## config.mk

```make
export PLATFORM = sky130hd
export DESIGN_NAME = seq_detector_param
export DESIGN_NICKNAME = d
export VERILOG_FILES = /design/src/rtl/seq_det_pkg.sv /design/src/rtl/seq_detector_param_sat_counter.sv /design/src/rtl/seq_detector_param.sv
export SDC_FILE = /design/constraint.sdc
export NUM_CORES = 1
export LEC_CHECK = 0
export CORE_MARGIN = 2
export CORE_UTILIZATION = 44
export CTS_CLUSTER_SIZE = 16
export DETAILED_ROUTE_END_ITERATION = 6
export PLACE_DENSITY = 0.73
export SLEW_MARGIN = 15
export SYNTH_ARGS = -nofsm -noshare
export SYNTH_HDL_FRONTEND = slang
export SYNTH_HIERARCHICAL = 1
export SYNTH_SLANG_ARGS = --single-unit
```

## constraint.sdc

```tcl
create_clock -name clk -period 2.35 [get_ports clk]
set_input_delay 0.47 -clock clk [delete_from_list [all_inputs] [get_ports clk]]
set_output_delay 0.47 -clock clk [all_outputs]
set_load 0.03 [all_outputs]
```

## src/rtl/seq_det_pkg.sv

```systemverilog
// Shared definitions for the parametrised sequence detector.
//   fill_state_e   : classification of the history fill level
//   DEF_PAT_W      : default pattern length
//   DEF_PATTERN    : default pattern loaded at reset (MSB received first)
//   DEF_CNT_W      : default match counter width
//   fill_state_of  : maps a fill level to its fill state
package seq_det_pkg;

   typedef enum logic [1:0] {
      EMPTY   = 2'd0,
      FILLING = 2'd1,
      ARMED   = 2'd2
   } fill_state_e;

   localparam int             DEF_PAT_W   = 4;
   localparam logic [3:0]     DEF_PATTERN = 4'b1101;
   localparam int             DEF_CNT_W   = 8;

   function automatic fill_state_e fill_state_of(input int fill, input int pat_w);
      if (fill == 0)
         return EMPTY;
      else if (fill >= pat_w - 1)
         return ARMED;
      else
         return FILLING;
   endfunction

endpackage

```

## src/rtl/seq_detector_param_sat_counter.sv

```systemverilog
// Saturating event counter with a sticky saturation flag.
//   clk     : system clock, rising edge
//   reset_n : asynchronous active-low reset
//   inc     : count one event this cycle
//   clr     : synchronous clear of count and sat; wins over inc
//   count   : number of events, holds at all-ones
//   sat     : set when count reaches all-ones, held until clr or reset
module sat_counter #(
   parameter int CNT_W = 8
) (
   input  logic             clk,
   input  logic             reset_n,
   input  logic             inc,
   input  logic             clr,
   output logic [CNT_W-1:0] count,
   output logic             sat
);

   localparam logic [CNT_W-1:0] CNT_MAX = '1;

   always_ff @(posedge clk or negedge reset_n) begin
      if (!reset_n) begin
         count <= '0;
         sat   <= 1'b0;
      end else if (clr) begin
         count <= '0;
         sat   <= 1'b0;
      end else if (inc && (count != CNT_MAX)) begin
         count <= count + 1'b1;
         if (count == (CNT_MAX - 1'b1))
            sat <= 1'b1;
      end
   end

endmodule

```

## src/rtl/seq_detector_param.sv

```systemverilog
// Serial bit-stream matcher with a runtime-loadable PAT_W-bit pattern.
//   clk         : system clock, rising edge
//   reset_n     : asynchronous active-low reset
//   w           : serial data bit, used only when w_valid=1
//   w_valid     : qualifies w this cycle
//   overlap     : 1 = overlapping matches, 0 = history cleared after a match
//   pat_load    : load pat_in as the new pattern; any w this cycle is dropped
//   pat_in      : new pattern, MSB received first
//   cnt_clr     : synchronous clear of match_count/count_sat
//   z           : Mealy match, same cycle as the completing bit
//   z_q         : z registered, one-cycle pulse
//   match_count : saturating number of matches
//   count_sat   : sticky, match_count reached all-ones
//
// Fill-level states (fill register is the state):
//   state   | meaning
//   EMPTY   | fill=0, no accepted bits held
//   FILLING | fill=1..PAT_W-2, collecting bits, no compare possible
//   ARMED   | fill=PAT_W-1, next accepted bit completes a compare window
module seq_detector_param
   import seq_det_pkg::*;
#(
   parameter int               PAT_W   = DEF_PAT_W,
   parameter logic [PAT_W-1:0] PATTERN = DEF_PATTERN,
   parameter int               CNT_W   = DEF_CNT_W
) (
   input  logic             clk,
   input  logic             reset_n,
   input  logic             w,
   input  logic             w_valid,
   input  logic             overlap,
   input  logic             pat_load,
   input  logic [PAT_W-1:0] pat_in,
   input  logic             cnt_clr,
   output logic             z,
   output logic             z_q,
   output logic [CNT_W-1:0] match_count,
   output logic             count_sat
);

   localparam int               FILL_W   = $clog2(PAT_W);
   localparam logic [FILL_W-1:0] FILL_MAX = FILL_W'(PAT_W - 1);

   logic [PAT_W-1:0]  pattern;
   logic [PAT_W-2:0]  history;
   logic [FILL_W-1:0] fill;
   logic [PAT_W-1:0]  window;
   logic              accept;
   fill_state_e       fill_state;

   // Full compare window: held history plus the bit arriving now. Its low
   // PAT_W-1 bits are also the next history, which keeps PAT_W=2 legal.
   assign window     = {history, w};
   assign accept     = w_valid && !pat_load;
   assign fill_state = fill_state_of(int'(fill), PAT_W);
   assign z          = accept && (fill_state == ARMED) && (window == pattern);

   always_ff @(posedge clk or negedge reset_n) begin
      if (!reset_n) begin
         pattern <= PATTERN;
         history <= '0;
         fill    <= '0;
         z_q     <= 1'b0;
      end else begin
         z_q <= z;
         if (pat_load) begin
            pattern <= pat_in;
            history <= '0;
            fill    <= '0;
         end else if (accept) begin
            if (z && !overlap) begin
               history <= '0;
               fill    <= '0;
            end else begin
               history <= window[PAT_W-2:0];
               if (fill != FILL_MAX)
                  fill <= fill + 1'b1;
            end
         end
      end
   end

   sat_counter #(
      .CNT_W (CNT_W)
   ) u_sat_counter (
      .clk     (clk),
      .reset_n (reset_n),
      .inc     (z),
      .clr     (cnt_clr),
      .count   (match_count),
      .sat     (count_sat)
   );

endmodule

```

==> metrics.log, run 1 <==
[metrics] data arrival at the endpoint of the critical path: approximately 1.7 ns
[metrics] cell seen most often among critical-path stages: sky130_fd_sc_hd__buf_4
[metrics] Remaining DRCs: 0
[metrics] sort of element at the end of the critical path: output pin
[metrics] number of detailed-routing iterations run before antenna repair: 4
[metrics] Hold WS: around 0.49 ns
[metrics] count of nets after finishing: 144
[metrics] final hold violation count: 0
[metrics] post-route ant nets: 0
[metrics] grt total ovfl: 0
[metrics] CP Class: input pin to output pin
[metrics] required time reported for the critical path endpoint: around 1.9 ns
[metrics] total vias in the final route: 881
[metrics] post-route minimum period: roughly 2.2 ns
[metrics] RSZ-0062 raised after global routing: false
[metrics] clock transition at the register clock pins on the worst setup and hold paths after CTS: roughly 0.1 ns
[metrics] summed negative setup slack over all endpoints: 0 ns
[metrics] highest clock rate: between 0.4 and 0.5 GHz
[metrics] part of the Yosys area used for sequential elements: 0.458
[metrics] library cells used by synthesis: 36
[metrics] wire length of the first global-routing pass: ~4000 um
[metrics] number of synthesized register bits: 19
[metrics] worst-margin pin slew: around 0.34 ns
[metrics] headroom to the max-slew limit: 0.771
[metrics] setup violators final: 0
[metrics] number of warning messages in the yosys log: 6
[metrics] CORE AREA: approximately 2200 um2
[metrics] Critical Path Source Type: input pin
[metrics] number of buffers created by CTS: 3
[metrics] areal power density over the cells: approximately 450 nW/um2
[metrics] reported max-cap violation count: 0
[metrics] outcome: completed
[metrics] top-level I/O count: 22
[metrics] die area: 2780 um2
[metrics] highest-count cells in the layout ignoring fill and taps: sky130_fd_sc_hd__clkdlybuf4s50_1 (20), sky130_fd_sc_hd__dfrtp_1 (16), sky130_fd_sc_hd__nand3_1 (9)
[metrics] worst path cell trace: clkdlybuf4s50_1, xnor2_1, nand3_2, nor3_4, buf_4, buf_4
[metrics] number of gates given a new drive strength after cts: 0
[metrics] synthesized netlist net count: about 120
[metrics] ant diodes: 0
[metrics] CTS tree: done
[metrics] routability-driven placement congestion ratio: just over 0.9
[metrics] worst hold path type: input pin to asynchronous set/reset pin
[metrics] clock latency at the later pin of the worst-skew pair: slightly below 0.3 ns
[metrics] Final Skew: slightly below 0.0008 ns
[metrics] synthesized area per cell: between 10 and 15 um2
[metrics] Final period util: 0.941
[metrics] maximum number of pins on one net before global-route repair: 20
[metrics] worst voltage drop across the vdd grid: around 0.38 mV
[metrics] # clock sinks: 19
[metrics] Root Buffer Master: sky130_fd_sc_hd__clkbuf_4
[metrics] Area growth, synth to finish: 29.2%
[metrics] post-CTS repair timing setup buffer count: 0
[metrics] final HPWL from detailed placement: about 1600 um
[metrics] count of port buffers added during placement: 21
[metrics] Synth Cell Area: roughly 1000 um2
[metrics] total power after layout: approximately 0.60 mW
[metrics] Detailed Route WL: approximately 2200 um
[metrics] PnR worst setup slack: about 0.14 ns
[metrics] Clock Path Buffers: 2
[metrics] floorplan die height: about 53 um
[metrics] maximum fanout along the worst path: 6
[metrics] placement row count: 17
[metrics] Final Max Tran Viols: 0
[metrics] cell at the slowest stage of the critical path: sky130_fd_sc_hd__clkdlybuf4s50_1
[metrics] worst setup slack after placement: just under 0.03 ns
[metrics] WL per Instance: 14.3 um
[metrics] number of antenna violations at the first check in global routing: 0
[metrics] number of global-route vias before repair: roughly 860
[metrics] global-route usage over all layers: 0.198
[metrics] delay of the slowest cell on the worst path: ~0.5 ns
[metrics] layout cells sized above 1: 0.188
[metrics] iteration-0 DRC count of the detailed router: 21
[metrics] CTS Hold Bufs: 0
[metrics] average via count per standard cell: 5.65
[metrics] horizontal extent of the die: 52.8 um
[metrics] leading cell type in the layout, fill and taps excluded: sky130_fd_sc_hd__clkdlybuf4s50_1
[metrics] count of mapped cells out of synthesis: 100
[metrics] starting density of the core: 0.468
[metrics] # H-tree levels: 1
[metrics] leakage component of the power: between 0.5 and 0.6 nW
## layout make-up
class / instances / area, um2
inverter: 5 / 18.8
timing repair buffer: 28 / 260
clock buffer: 4 / 26.3
sequential: 19 / 479
tap: 28 / 35.0
multi-input combinational: 72 / 532
fill: 212 / 882
## power breakdown
| part | internal [mW] | switching (mW) |
|---|---|---|
| combinational | 0.0460 | 0.0374 |
| sequential | 0.343 | 0.0103 |
| clock | 0.0661 | 0.0998 |
| total | 0.455 | 0.148 |
## synth_stat cells
| library cell | count | area, um2 |
|---|---|---|
| sky130_fd_sc_hd__nor3b_1 | 2 | 15.0 |
| sky130_fd_sc_hd__buf_4 | 1 | 7.51 |
| sky130_fd_sc_hd__nand3_2 | 1 | 10.0 |
| sky130_fd_sc_hd__o21ai_0 | 2 | 10.0 |
| sky130_fd_sc_hd__nor3_1 | 5 | 25.0 |
| sky130_fd_sc_hd__xor2_1 | 2 | 17.5 |
| sky130_fd_sc_hd__mux2_2 | 4 | 45.0 |
| sky130_fd_sc_hd__clkbuf_1 | 1 | 3.75 |
| sky130_fd_sc_hd__nor3_4 | 1 | 16.3 |
| sky130_fd_sc_hd__nor2b_1 | 1 | 6.26 |
| sky130_fd_sc_hd__a311oi_1 | 1 | 8.76 |
| sky130_fd_sc_hd__o21ai_2 | 1 | 8.76 |
| sky130_fd_sc_hd__a21oi_1 | 4 | 20.0 |
| sky130_fd_sc_hd__nand3b_1 | 4 | 30.0 |
| sky130_fd_sc_hd__and3_4 | 1 | 11.3 |
| sky130_fd_sc_hd__inv_1 | 5 | 18.8 |
| sky130_fd_sc_hd__nor2_1 | 8 | 30.0 |
| sky130_fd_sc_hd__nand3_1 | 9 | 45.0 |
| sky130_fd_sc_hd__a41oi_1 | 1 | 8.76 |
| sky130_fd_sc_hd__buf_6 | 1 | 11.3 |
| sky130_fd_sc_hd__nand2_1 | 2 | 7.51 |
| sky130_fd_sc_hd__nand2b_1 | 1 | 6.26 |
| sky130_fd_sc_hd__o22a_2 | 1 | 10.0 |
| sky130_fd_sc_hd__xnor2_1 | 5 | 43.8 |
| sky130_fd_sc_hd__ha_1 | 4 | 50.1 |
| sky130_fd_sc_hd__or2_1 | 1 | 6.26 |
| sky130_fd_sc_hd__mux2i_1 | 1 | 10.0 |
| sky130_fd_sc_hd__or3_1 | 1 | 6.26 |
| sky130_fd_sc_hd__dfrtp_1 | 16 | 400 |
| sky130_fd_sc_hd__buf_2 | 1 | 5.00 |
| sky130_fd_sc_hd__and4bb_1 | 1 | 12.5 |
| sky130_fd_sc_hd__dfstp_2 | 3 | 78.8 |
| sky130_fd_sc_hd__and3_1 | 1 | 6.26 |
| sky130_fd_sc_hd__nor4_1 | 1 | 6.26 |
| sky130_fd_sc_hd__o32ai_1 | 4 | 35.0 |
| sky130_fd_sc_hd__nand4_1 | 2 | 12.5 |
## routing by layer
layer	part of all wire	global-route usage	vias up
li1	-	-	423
met1	0.44	0.253	430
met2	0.51	0.327	22
met3	0.036	0.0286	6
met4	0.014	0.0897	0
met5	0	0	-
## worst paths after layout
check | from | to | slack [ns] | depth (start not counted)
hold reg to reg | u_sat_counter/sat$_DFFE_PN0P_ | u_sat_counter/sat$_DFFE_PN0P_ | 0.52 | 2
min in group clk | u_sat_counter/sat$_DFFE_PN0P_ | u_sat_counter/sat$_DFFE_PN0P_ | 0.52 | 2
setup / recovery | w | z | 0.14 | 6
max in group asynchronous | reset_n | pattern[0]$_DFFE_PN1P_ | 1.60 | 2
setup reg to reg | pattern[3]$_DFFE_PN1P_ | u_sat_counter/sat$_DFFE_PN0P_ | 0.39 | 9
hold / removal | reset_n | history[0]$_DFFE_PN0P_ | 0.49 | 2
## per-stage QoR
step | cell area [um2] | std cells | utilization
floorplan | 1060 | 100 | -
global placement | 1330 | 152 | 0.593
detailed placement | 1330 | 152 | 0.593
CTS | 1350 | 156 | 0.605
global route | 1350 | 156 | 0.605
finish | 1350 | 156 | 0.605
## flip-flops by register name, indices dropped and copies added (netlist names)
signal,count
u_sat_counter/count,8
u_sat_counter/sat,1
z_q,1
history,3
fill,2
pattern,4
## critical path: cells and delay by family
family / cells / cell delay [ns]
AND/OR/NAND/NOR: 2 / 0.31
buffers and inverters: 3 / 0.83
XOR/XNOR: 1 / 0.13
## cells by family after synthesis
kind of cell / count (synthesis) / synth area share
AND/OR/NAND/NOR: 42 / 0.242
XOR/XNOR: 7 / 0.0586
buffers and inverters: 9 / 0.0443
AO/OA/AOI/OAI: 14 / 0.0969
multiplexers: 5 / 0.0526
flip-flops: 19 / 0.458
adder cells (fa/ha/maj): 4 / 0.0478
Power figures use the tool's default switching activity.
==> run 2, diff against run 1 <==
--- a/config.mk
+++ b/config.mk
@@ -9,7 +9,7 @@
 export CORE_UTILIZATION = 44
 export CTS_CLUSTER_SIZE = 16
 export DETAILED_ROUTE_END_ITERATION = 6
-export PLACE_DENSITY = 0.73
+export PLACE_DENSITY = 0.78
 export SLEW_MARGIN = 15
 export SYNTH_ARGS = -nofsm -noshare
 export SYNTH_HDL_FRONTEND = slang
==> run 2 against run 1 <==
- final cell count fell by 0.64%
- routed wire length is 1.8% higher
- first-iteration DRC count shrank 43%
- power rose by 1.0%
- fmax decreased by 2.1%
- sequential share of layout area decreased by 0.098 points
- clock skew rose by 0.0043 ns
- setup slack worse by 0.047 ns
- critical path depth is the same
- register-to-register slack about the same
- critical endpoint unchanged
- largest power group unchanged
==> metrics.log, run 2 (synthesized netlist as in run 1, its figures left out) <==
[metrics] outcome: completed
[metrics] final HPWL from detailed placement: between 1500 and 2000 um
[metrics] maximum fanout along the worst path: 8
[metrics] number of detailed-routing iterations run before antenna repair: 4
[metrics] count of non-filler cells in the finished layout: ~160
[metrics] worst-margin pin slew: around 0.35 ns
[metrics] register with the highest flop count: u_sat_counter/count
[metrics] area of placed instances: about 1300 um2
[metrics] iteration-0 DRC count of the detailed router: 12
[metrics] biggest regs: u_sat_counter/count: 8 flops, pattern: 4 flops, history: 3 flops
[metrics] CORE AREA: between 2000 and 2500 um2
[metrics] # clock sinks: 19
[metrics] leakage component of the power: 0.539 nW
[metrics] Hold WS: about 0.5 ns
[metrics] worst voltage drop across the vdd grid: about 0.3 mV
[metrics] CTS Hold Bufs: 0
[metrics] Final Max Tran Viols: 0
[metrics] worst path cell trace: clkdlybuf4s50_1, xnor2_2, nand3_2, nor3_4, buf_6, buf_4
[metrics] total vias in the final route: around 900
[metrics] sort of element at the end of the critical path: output pin
[metrics] delay of the slowest cell on the worst path: 0.52 ns
[metrics] RSZ-0062 raised after global routing: false
[metrics] # H-tree levels: 1
[metrics] number of buffers created by CTS: 3
[metrics] Setup crit start: w
[metrics] horizontal extent of the die: 52.8 um
[metrics] post-route ant nets: 0
[metrics] CP Class: input pin to output pin
[metrics] headroom to the max-slew limit: 0.769
[metrics] Root Buffer Master: sky130_fd_sc_hd__clkbuf_4
[metrics] starting density of the core: 0.468
[metrics] Detailed Route WL: 2280 um
[metrics] ant diodes: 0
[metrics] final hold violation count: 0
[metrics] leading cell type in the layout, fill and taps excluded: sky130_fd_sc_hd__clkdlybuf4s50_1
[metrics] setup violators final: 0
[metrics] Remaining DRCs: 0
[metrics] number of global-route vias before repair: around 900
[metrics] Critical R2R Launch: pattern[3]$_DFFE_PN1P_
[metrics] wire length of the first global-routing pass: approximately 3800 um
[metrics] CTS tree: done
[metrics] cell at the slowest stage of the critical path: sky130_fd_sc_hd__clkdlybuf4s50_1
[metrics] data arrival at the endpoint of the critical path: about 1.8 ns
[metrics] required time reported for the critical path endpoint: ~1.9 ns
[metrics] post-CTS repair timing setup buffer count: 0
[metrics] Largest register FFs: 8
[metrics] placement row count: 17
[metrics] grt total ovfl: 0
[metrics] WL per Instance: approximately 15 um
[metrics] count of port buffers added during placement: 21
[metrics] layout cells sized above 1: 0.189
[metrics] number of antenna violations at the first check in global routing: 0
[metrics] floorplan die height: about 53 um
[metrics] Critical Path Source Type: input pin
[metrics] post-route minimum period: ~2.3 ns
[metrics] final instance area: 1360 um2
[metrics] Final period util: 0.961
[metrics] Layout Utilization: 0.607
[metrics] die area: ~2800 um2
[metrics] areal power density over the cells: 449 nW/um2
[metrics] worst hold path type: input pin to asynchronous set/reset pin
[metrics] routability-driven placement congestion ratio: 0.862
[metrics] highest clock rate: ~0.44 GHz
[metrics] DP Cell Count: between 150 and 200
[metrics] top-level I/O count: 22
[metrics] count of nets after finishing: about 140
[metrics] maximum number of pins on one net before global-route repair: 20
[metrics] Area growth, synth to finish: 29.5%
[metrics] Final Skew: between 0.005 and 0.006 ns
[metrics] average via count per standard cell: 5.66
[metrics] clock latency at the later pin of the worst-skew pair: approximately 0.3 ns
[metrics] reported max-cap violation count: 0
[metrics] clock transition at the register clock pins on the worst setup and hold paths after CTS: ~0.11 ns
[metrics] global-route usage over all layers: 0.189
[metrics] number of gates given a new drive strength after cts: 0
[metrics] Clock Path Buffers: 2
[metrics] highest-count cells in the layout ignoring fill and taps: sky130_fd_sc_hd__clkdlybuf4s50_1 (20), sky130_fd_sc_hd__dfrtp_1 (16), sky130_fd_sc_hd__nand3_1 (9)
==> run 2: per-stage QoR <==
stage          worst slack, ns  power [mW]  setup TNS (ns)
6_report                0.0912       0.608               0
5_1_grt                 0.0232       0.643               0
4_1_cts                 0.0506       0.618               0
3_5_place_dp         -0.000155       0.444       -0.000155
3_3_place_gp            0.0806       0.441               0
2_1_floorplan            0.175       0.407               0
==> run 2: power by group <==
group	switching (mW)	internal, mW	total (mW)
Clock	0.103	0.0660	0.169
Sequential	0.0112	0.343	0.354
Combinational	0.0384	0.0476	0.0860
==> run 2: worst paths after layout <==
path | endpoint | depth (start not counted) | slack [ns]
setup / recovery | z | 6 | 0.09
hold / removal | history[0]$_DFFE_PN0P_ | 2 | 0.49
setup reg to reg | u_sat_counter/count[5]$_DFFE_PN0P_ | 7 | 0.38
hold reg to reg | u_sat_counter/sat$_DFFE_PN0P_ | 2 | 0.53
max in group asynchronous | pattern[2]$_DFFE_PN1P_ | 2 | 1.59
min in group clk | u_sat_counter/sat$_DFFE_PN0P_ | 2 | 0.53
==> run 2: area by class of cell <==
cell class / instances / area (um2)
Inverter: 5 / 18.8
Clock buffer: 4 / 26.3
Multi-Input combinational cell: 72 / 539
Sequential cell: 19 / 479
Timing Repair Buffer: 27 / 256
Fill cell: 203 / 878
Tap cell: 28 / 35.0
==> run 2: routing by layer <==
metal / up-vias / global-route usage / wire [um]
li1: 416 / - / -
met5: - / 0 / 0
met4: 0 / 0.0385 / 12
met2: 23 / 0.342 / 1170
met3: 2 / 0.0657 / 97
met1: 436 / 0.212 / 992
==> run 2: critical path: cells and delay by family <==
family                 cells  cell delay (ns)
XOR/XNOR                   1             0.13
buffers and inverters      3             0.84
AND/OR/NAND/NOR            2             0.35
==> run 3, diff against run 2 <==
==> constraint.sdc (replaced) <==
create_clock -name clk -period 1.85 [get_ports clk]
set_input_delay 0.37 -clock clk [delete_from_list [all_inputs] [get_ports clk]]
set_output_delay 0.37 -clock clk [all_outputs]
set_load 0.03 [all_outputs]
==> run 3 against run 2 <==
- clock-buffer cell count down 1
- core utilization grew 5.2 points
- register-to-register slack got worse by 0.46 ns
- sequential share of layout area down 2.8 points
- critical path depth fell by 1
- combinational power rose by 44%
- via count rose by 3.2%
- first-iteration DRC count rose by 58%
- routed wire length grew 4.7%
- the flow now finishes with violations (setup timing)
==> metrics.log, run 3 (synthesized netlist as in run 1, its figures left out) <==
[metrics] global-route usage over all layers: 0.190
[metrics] category of cells accounting for the largest share of critical-path delay: flip-flops
[metrics] Comb pwr share: 0.158
[metrics] outcome: finished with violations
[metrics] final HPWL from detailed placement: 1580 um
[metrics] number of global-route vias before repair: a little over 900
[metrics] die area: between 2000 and 3000 um2
[metrics] final hold violation count: 0
[metrics] clock latency at the later pin of the worst-skew pair: ~0.3 ns
[metrics] delay of the slowest cell on the worst path: 0.57 ns
[metrics] sequential cell area: roughly 480 um2
[metrics] horizontal extent of the die: about 53 um
[metrics] Final period util: 1.05
[metrics] cell seen most often among critical-path stages: sky130_fd_sc_hd__buf_6
[metrics] # H-tree levels: 1
[metrics] highest clock rate: roughly 0.5 GHz
[metrics] worst-margin pin slew: around 0.37 ns
[metrics] Largest register FFs: 8
[metrics] Area growth, synth to finish: 40.7%
[metrics] average via count per standard cell: about 5.6
[metrics] worst hold path type: input pin to asynchronous set/reset pin
[metrics] count of nets after finishing: 150
[metrics] PnR worst setup slack: -0.0937 ns
[metrics] register with the highest flop count: u_sat_counter/count
[metrics] Detailed Route WL: roughly 2400 um
[metrics] fill cell total of the finished layout: about 210
[metrics] headroom to the max-slew limit: 0.754
[metrics] Remaining DRCs: 0
[metrics] count of port buffers added during placement: 21
[metrics] worst path cell trace: xnor2_2, nand3_2, nor3_4, buf_6, buf_6
[metrics] CP Class: flip-flop to output pin
[metrics] ant diodes: 0
[metrics] placement row count: 17
[metrics] layout cells sized above 1: 0.299
[metrics] Clock Path Buffers: 2
[metrics] cell at the slowest stage of the critical path: sky130_fd_sc_hd__dfstp_2
[metrics] biggest regs: u_sat_counter/count: 8 flops, pattern: 4 flops, history: 3 flops
[metrics] required time reported for the critical path endpoint: roughly 1.5 ns
[metrics] Critical Path Source Type: flip-flop
[metrics] setup violators final: 4
[metrics] CORE AREA: about 2200 um2
[metrics] worst voltage drop across the vdd grid: about 0.44 mV
[metrics] worst reg-to-reg path cell count: 8
[metrics] sequential group share of total power: 0.571
[metrics] post-route ant nets: 0
[metrics] switching pwr: roughly 0.2 mW
[metrics] wire length of the first global-routing pass: between 3000 and 4000 um
[metrics] total vias in the final route: 905
[metrics] areal power density over the cells: ~540 nW/um2
[metrics] Final Max Tran Viols: 0
[metrics] area of placed instances: approximately 1400 um2
[metrics] Hold WS: approximately 0.4 ns
[metrics] starting density of the core: 0.468
[metrics] switching power as a share of total power: 0.255
[metrics] number of antenna violations at the first check in global routing: 0
[metrics] floorplan die height: about 53 um
[metrics] final instance area: about 1500 um2
[metrics] grt total ovfl: 0
[metrics] CTS tree: done
[metrics] area of the multi-input gates: ~590 um2
[metrics] maximum fanout along the worst path: 2
[metrics] number of buffers created by CTS: 3
[metrics] RSZ-0062 raised after global routing: true
[metrics] number of detailed-routing iterations run before antenna repair: 4
[metrics] Clk pwr share: 0.272
[metrics] top-level I/O count: 22
[metrics] iteration-0 DRC count of the detailed router: 19
[metrics] post-route minimum period: just under 2 ns
[metrics] violated checks: setup timing
[metrics] # clock sinks: 19
[metrics] leading cell type in the layout, fill and taps excluded: sky130_fd_sc_hd__dfrtp_1
[metrics] number of stages on the worst setup path: 5
[metrics] Final Skew: a little over 0.003 ns
[metrics] WL per Instance: 14.7 um
[metrics] clock transition at the register clock pins on the worst setup and hold paths after CTS: 0.11 ns
[metrics] data arrival at the endpoint of the critical path: ~1.6 ns
[metrics] Power Internal: approximately 0.6 mW
[metrics] Root Buffer Master: sky130_fd_sc_hd__clkbuf_4
[metrics] routability-driven placement congestion ratio: ~0.86
[metrics] highest-count cells in the layout ignoring fill and taps: sky130_fd_sc_hd__dfrtp_1 (16), sky130_fd_sc_hd__clkdlybuf4s50_1 (13), sky130_fd_sc_hd__buf_4 (10)
[metrics] WP buf/inv: 2
[metrics] reported max-cap violation count: 0
[metrics] maximum number of pins on one net before global-route repair: 20
[metrics] sort of element at the end of the critical path: output pin
[metrics] leakage component of the power: roughly 0.65 nW
run 3: worst paths after layout:
| path | startpoint | to | slack [ns] |
|---|---|---|---|
| min in group clk | u_sat_counter/sat$_DFFE_PN0P_ | u_sat_counter/sat$_DFFE_PN0P_ | 0.52 |
| worst max-delay path | pattern[0]$_DFFE_PN1P_ | z | -0.09 |
| worst min register to register | u_sat_counter/sat$_DFFE_PN0P_ | u_sat_counter/sat$_DFFE_PN0P_ | 0.52 |
| worst max register to register | pattern[0]$_DFFE_PN1P_ | u_sat_counter/count[5]$_DFFE_PN0P_ | -0.08 |
| worst min-delay path | reset_n | pattern[1]$_DFFE_PN0P_ | 0.39 |
| max in group asynchronous | reset_n | pattern[3]$_DFFE_PN1P_ | 1.19 |
run 3: routing by layer:
metal  vias to the layer above  share of wire  track usage
met5                         -              0            0
met4                         0          0.018       0.0897
met3                         5          0.038       0.0286
met2                        22           0.49        0.333
met1                       450           0.45        0.225
li1                        428              -            -
run 3: worst register-to-register path, delay by kind of cell, from the launching register on:
family,cells,cell delay [ns]
simple gates,5,0.93
flops,1,0.57
buf+inv,1,0.13
compound gates,1,0.12
xor+xnor,1,0.11
run 3: area by class of cell:
type	count	share of cell area
multi-input cells	72	0.402
flip-flops and latches	19	0.326
repair buffers	34	0.217
well taps	28	0.0238
clock buffers	3	0.0153
inverters	5	0.0128
clock inverters	1	0.00340
run 3: per-stage QoR:
stage / utilization / total power [mW] / TNS, ns / std cells / setup slack, ns
finish: 0.659 / 0.788 / -0.246 / 162 / -0.0937
CTS: 0.636 / 0.797 / -0.194 / 161 / -0.112
global placement: 0.608 / 0.570 / -1.21 / 154 / -0.277
detailed placement: 0.608 / 0.575 / -1.51 / 154 / -0.310
floorplan: - / 0.520 / -0.600 / 100 / -0.308
global route: 0.659 / 0.830 / -0.754 / 162 / -0.184
run 3: timing repair:
action / CTS / global route
hold buffers: 0 / 0
pin swaps: 5 / 1
buffers inserted: 3 / 1
gates resized for setup: 9 / 9
endpoints found under the setup margin: 6 / 9
run 3: power by group through the flow:
stage / clock, mW / combinational (mW) / sequential (mW)
2_1_floorplan: 0 / 0.0660 / 0.454
3_3_place_gp: 0 / 0.115 / 0.455
3_5_place_dp: 0 / 0.118 / 0.456
4_1_cts: 0.224 / 0.124 / 0.449
5_1_grt: 0.241 / 0.137 / 0.452
6_report: 0.214 / 0.124 / 0.450
